[src/rtl/bloom_filter_store.sv]
// Bloom filter storage and query stage.
// Accumulates inserted bloom vectors, answers membership checks through a
// valid/ready response, keeps a saturating insert counter and a serially
// recounted population count that drives the saturated flag.
module bloom_filter_store #(
    parameter int unsigned BL_SIZE    = 16,
    parameter int unsigned CNT_W      = 8,
    parameter int unsigned SAT_THRESH = 12,
    parameter int unsigned PC_W       = $clog2(BL_SIZE + 1)
) (
    input  logic               clk,
    input  logic               reset,
    input  logic               in_valid,
    output logic               in_ready,
    input  logic [1:0]         in_op,
    input  logic [BL_SIZE-1:0] in_vec,
    output logic               rsp_valid,
    input  logic               rsp_ready,
    output logic               rsp_hit,
    output logic [BL_SIZE-1:0] filter,
    output logic [CNT_W-1:0]   insert_count,
    output logic [PC_W-1:0]    pop_count,
    output logic               saturated
);

    localparam int unsigned IdxW = (BL_SIZE > 1) ? $clog2(BL_SIZE) : 1;
    localparam logic [IdxW-1:0] IdxLast = IdxW'(BL_SIZE - 1);

    localparam logic [1:0] OpNop    = 2'b00;
    localparam logic [1:0] OpInsert = 2'b01;
    localparam logic [1:0] OpCheck  = 2'b10;
    localparam logic [1:0] OpClear  = 2'b11;

    typedef enum logic [1:0] {
        StIdle,
        StCount,
        StRsp
    } state_e;

    state_e             state_q, state_d;
    logic [BL_SIZE-1:0] filter_q, filter_d;
    logic [CNT_W-1:0]   icnt_q, icnt_d;
    logic [PC_W-1:0]    pop_q, pop_d;
    logic               sat_q, sat_d;
    logic [IdxW-1:0]    idx_q, idx_d;
    logic [PC_W-1:0]    acc_q, acc_d;
    logic               rsp_valid_q, rsp_valid_d;
    logic               rsp_hit_q, rsp_hit_d;
    logic [PC_W-1:0]    pc_sum;
    logic               accept;

    assign accept = in_valid && (state_q == StIdle);
    assign pc_sum = acc_q + PC_W'(filter_q[idx_q]);

    // Next-state logic: operation decode in IDLE, serial recount, response hold.
    always_comb begin
        state_d     = state_q;
        filter_d    = filter_q;
        icnt_d      = icnt_q;
        pop_d       = pop_q;
        sat_d       = sat_q;
        idx_d       = idx_q;
        acc_d       = acc_q;
        rsp_valid_d = rsp_valid_q;
        rsp_hit_d   = rsp_hit_q;

        unique case (state_q)
            StIdle: begin
                if (accept) begin
                    unique case (in_op)
                        OpInsert: begin
                            filter_d = filter_q | in_vec;
                            if (icnt_q != {CNT_W{1'b1}}) begin
                                icnt_d = icnt_q + 1'b1;
                            end
                            idx_d   = '0;
                            acc_d   = '0;
                            state_d = StCount;
                        end
                        OpCheck: begin
                            // Hit only when every requested bit is already present.
                            rsp_hit_d   = (in_vec != '0) && ((in_vec & ~filter_q) == '0);
                            rsp_valid_d = 1'b1;
                            state_d     = StRsp;
                        end
                        OpClear: begin
                            filter_d  = '0;
                            icnt_d    = '0;
                            pop_d     = '0;
                            sat_d     = 1'b0;
                            rsp_hit_d = 1'b0;
                        end
                        OpNop: begin
                            state_d = StIdle;
                        end
                        default: begin
                            state_d = StIdle;
                        end
                    endcase
                end
            end
            StCount: begin
                acc_d = pc_sum;
                idx_d = idx_q + 1'b1;
                if (idx_q == IdxLast) begin
                    // pop_count and saturated stay stale until this final step.
                    pop_d   = pc_sum;
                    sat_d   = (32'(pc_sum) >= SAT_THRESH);
                    idx_d   = '0;
                    acc_d   = '0;
                    state_d = StIdle;
                end
            end
            StRsp: begin
                if (rsp_ready) begin
                    rsp_valid_d = 1'b0;
                    state_d     = StIdle;
                end
            end
            default: begin
                state_d = StIdle;
            end
        endcase
    end

    // State registers; reset discards any partial recount or pending response.
    always_ff @(posedge clk or negedge reset) begin
        if (!reset) begin
            state_q     <= StIdle;
            filter_q    <= '0;
            icnt_q      <= '0;
            pop_q       <= '0;
            sat_q       <= 1'b0;
            idx_q       <= '0;
            acc_q       <= '0;
            rsp_valid_q <= 1'b0;
            rsp_hit_q   <= 1'b0;
        end else begin
            state_q     <= state_d;
            filter_q    <= filter_d;
            icnt_q      <= icnt_d;
            pop_q       <= pop_d;
            sat_q       <= sat_d;
            idx_q       <= idx_d;
            acc_q       <= acc_d;
            rsp_valid_q <= rsp_valid_d;
            rsp_hit_q   <= rsp_hit_d;
        end
    end

    assign in_ready     = (state_q == StIdle);
    assign rsp_valid    = rsp_valid_q;
    assign rsp_hit      = rsp_hit_q;
    assign filter       = filter_q;
    assign insert_count = icnt_q;
    assign pop_count    = pop_q;
    assign saturated    = sat_q;

endmodule

[config.mk]
export PLATFORM = sky130hd
export DESIGN_NAME = bloom_filter_store
export DESIGN_NICKNAME = d
export VERILOG_FILES = /design/src/rtl/bloom_filter_store.sv
export SDC_FILE = /design/constraint.sdc
export NUM_CORES = 1
export LEC_CHECK = 0
export BUFFER_PORTS_ARGS = -buffer_cell sky130_fd_sc_hd__buf_2
export CAP_MARGIN = 20
export CORE_MARGIN = 8
export CORE_UTILIZATION = 41
export DETAILED_ROUTE_END_ITERATION = 10
export GPL_TIMING_DRIVEN = 0
export HOLD_SLACK_MARGIN = 0.05
export PLACE_DENSITY = 0.73
export SLEW_MARGIN = 30
export SYNTH_ARGS = -nofsm -noshare
export SYNTH_HDL_FRONTEND = slang
export SYNTH_SLANG_ARGS = --single-unit
[constraint.sdc]
create_clock -name clk -period 7.5 [get_ports clk]
set_input_delay 0.75 -clock clk [delete_from_list [all_inputs] [get_ports clk]]
set_output_delay 0.75 -clock clk [all_outputs]
set_load 0.02 [all_outputs]
==> summary.txt <==
Run status
  • Status: finished clean

Die
  • Row cnt: 27
  • Die Width: 91.9 µm
  • Area of the die: 0.00844 mm²
  • Starting Density: 42.6%
  • Core area: 0.00554 mm²
  • Die Ht: 91.9 µm
  • Top Ports: between 50 and 60

CTS
  • Clock-pin slew on the worst setup and hold paths: ~0.080 ns
  • Total CTS buffers: 5
  • TritonCTS sink count: 43
  • Clock Tree Root: clkbuf_8
  • Post-CTS Setup Repair Bufs: 0
  • Htree depth: 2
  • TritonCTS clock tree: done
  • Skew-Pair Late Insertion Delay: 0.30 ns
  • # resized after CTS: 0
  • Cts hold-fix bufs: 0
  • Max clock buf depth: 2

Global routing
  • Met1 Use GR: slightly below 20%
  • Met3 usage: 4.65%
  • GRT busiest layer: met2
  • All-Layer GR Usage: 15.0%
  • GRT overflow: 0
  • Met2 GRT Util: 23.4%
  • Largest net degree at the start of global routing: 44
  • Initial antenna violation count: 0
  • Vias in the first global route: 2,168
  • First-pass GRT wire length: 10,400 µm

STA
  • Final worst path period share: about a third
  • Final Skew: around 0.0070 ns
  • Actual slew at the worst max-slew pin: 0.550 ns
  • RSZ-0062 raised after global routing: no
  • Max-slew violations: 0
  • Slew HR: 63.3%
  • Post-route minimum period: ~2.6 ns
  • Final worst slack: 4.88 ns
  • Peak Freq: 382 MHz
  • Setup TNS: 0 ns
  • Endpoints failing setup: 0
  • Final Hold Viols: 0

Synthesis
  • Async S/R FF share, synth: 100%
  • Synth warnings: 0
  • Synth Cell Area: approximately 0.0024 mm²
  • Ys flop type: dfrtp_1
  • Synth top area share: 45.6%
  • Yosys reg bits: 43
  • Syn_nets: 275
  • Dominant cells by area after synthesis: dfrtp_1 (46%), a21oi_1 (5.9%), nor2_1 (4.8%)
  • Netlist cell types: 56
  • Synth top cells by count: dfrtp_1 (43), nor2_1 (30), a21oi_1 (28), inv_1 (23), o21ai_0 (14)
  • Most frequent cell after synthesis: dfrtp_1
  • Number of synthesized flops with an enable pin: 0
  • Synth Instances: between 200 and 250
  • Seq/Total Area, Yosys: a little under half
  • Mean area per synthesized cell: between 9 and 10 µm²
  • Largest area contributor in the netlist: dfrtp_1

Routing
  • Via count: roughly 2,100
  • DRC viols: 0
  • Routed WL per cell: 15.6 µm
  • Routed WL: 5950 µm
  • Drt first pass iters: 4
  • Detailed router's first-iteration violation count: approximately 150
  • DR vias/cell: 5.51
  • Post-route ant nets: 0

Placed design
  • Routability cong.: about 0.9
  • Hpwl dp: 4400 µm
  • Pre-CTS setup slack: 4.87 ns
  • IO buf count: 53

Layout
  • Area grow syn2layout: 20.8%
  • Fill count: 531
  • Layout cells sized above 1: 26.5%
  • Nets: 335
  • N_diodes: 0

Setup path
  • CP required: 7.70 ns
  • Crit-path max FO: 8
  • Worst Path Arrival: between 2 and 3 ns
  • CP Launch Type: flop
  • Setup crit end kind: flop
  • CP Class: reg -> reg

Power
  • Lkg Pwr: around 1.3 nW
  • Worst vdd ir: 0.000214 V
  • P per Cell Area: 386 mW/mm²

Worst hold path
  • Hold Crit Class: in -> async

Job
  • # Max-Cap Violations: 0
==> worst paths after layout <==
kind                                     startpoint                     endpoint  slack [ns]  depth (start not counted)
setup / recovery               idx_q[0]$_DFFE_PN0P_     pop_count[4]$_DFFE_PN0P_        4.88                         10
min in group clk           pop_count[2]$_DFFE_PN0P_     pop_count[2]$_DFFE_PN0P_        0.48                          1
max in group asynchronous                     reset  insert_count[5]$_DFFE_PN0P_        6.69                          1
hold reg to reg            pop_count[2]$_DFFE_PN0P_     pop_count[2]$_DFFE_PN0P_        0.48                          1
setup reg to reg               idx_q[0]$_DFFE_PN0P_     pop_count[4]$_DFFE_PN0P_        4.88                         10
hold / removal                                reset         acc_q[1]$_DFFE_PN0P_        0.43                          1
==> state kept, by name, summed over array words and instances (netlist names) <==
register,count
saturated,1
rsp_valid,1
insert_count,8
rsp_hit,1
pop_count,5
state_q,2
filter,16
idx_q,4
acc_q,5
==> per-stage QoR <==
stage | std cells | instance area (µm²) | power (mW) | utilization [%] | hold WS [ns]
2_1_floorplan | 249 | 2360 | 0.730 | - | 0.454
3_3_place_gp | 374 | 2720 | 0.878 | 49.0 | 0.464
3_5_place_dp | 374 | 2720 | 0.891 | 49.0 | 0.474
4_1_cts | 382 | 2850 | 1.11 | 51.4 | 0.495
5_1_grt | 382 | 2850 | 1.18 | 51.4 | 0.457
6_report | 382 | 2850 | 1.10 | 51.4 | 0.434
==> metal layers <==
layer  vias up  wire length [µm]
met1      1018              2810
met5         -                 0
met2        66              2730
li1       1017                 -
met4         0                65
met3         5               349
==> layout make-up <==
cell class                 instances  area (µm²)  share of cell area [%]
timing repair buffer              53         268                    9.39
tap                               72        90.1                    3.16
multi-input combinational        170        1110                    39.0
buffer                            12        81.3                    2.85
sequential                        43        1080                    37.8
clock inverter                     2        60.1                    2.11
inverter                          24        90.1                    3.16
clock buffer                       6        72.6                    2.55
==> layout by cell type (no fill, tap or decap), types with 3 or more instances in the layout <==
cell	n
clkbuf_1	3
a21oi_1	28
nand3_1	10
o22ai_1	5
buf_2	57
clkbuf_8	5
buf_4	3
nor2_1	30
a22o_1	6
nor2b_1	3
o21ai_0	14
nand4_1	5
mux2i_1	5
dfrtp_1	43
nor4_1	5
ha_1	4
inv_1	23
buf_6	3
nand2_1	8
==> cell families after synthesis <==
group	count (synthesis)	share of synthesized area, %
multiplexers	10	5.46
flip-flops	43	45.6
AO/OA/AOI/OAI	76	21.6
XOR/XNOR	3	1.11
AND/OR/NAND/NOR	77	16.8
buffers and inverters	36	7.26
adder cells (fa/ha/maj)	4	2.12
==> critical path: stages, from the launching register on <==
cell	delay, ns
dfrtp_1	0.36
buf_2	0.24
mux4_2	0.53
a22oi_1	0.19
nand2_1	0.09
ha_1	0.23
ha_1	0.27
nand3_1	0.11
xor2_1	0.15
nor2_1	0.08
mux2_2	0.26
==> power breakdown <==
group	switching, mW	internal (mW)	total, mW
logic	0.278	0.202	0.481
clock network	0.0819	0.133	0.215
registers	0.0929	0.311	0.404
total	0.453	0.647	1.10
(Power assumes the default switching activity.)
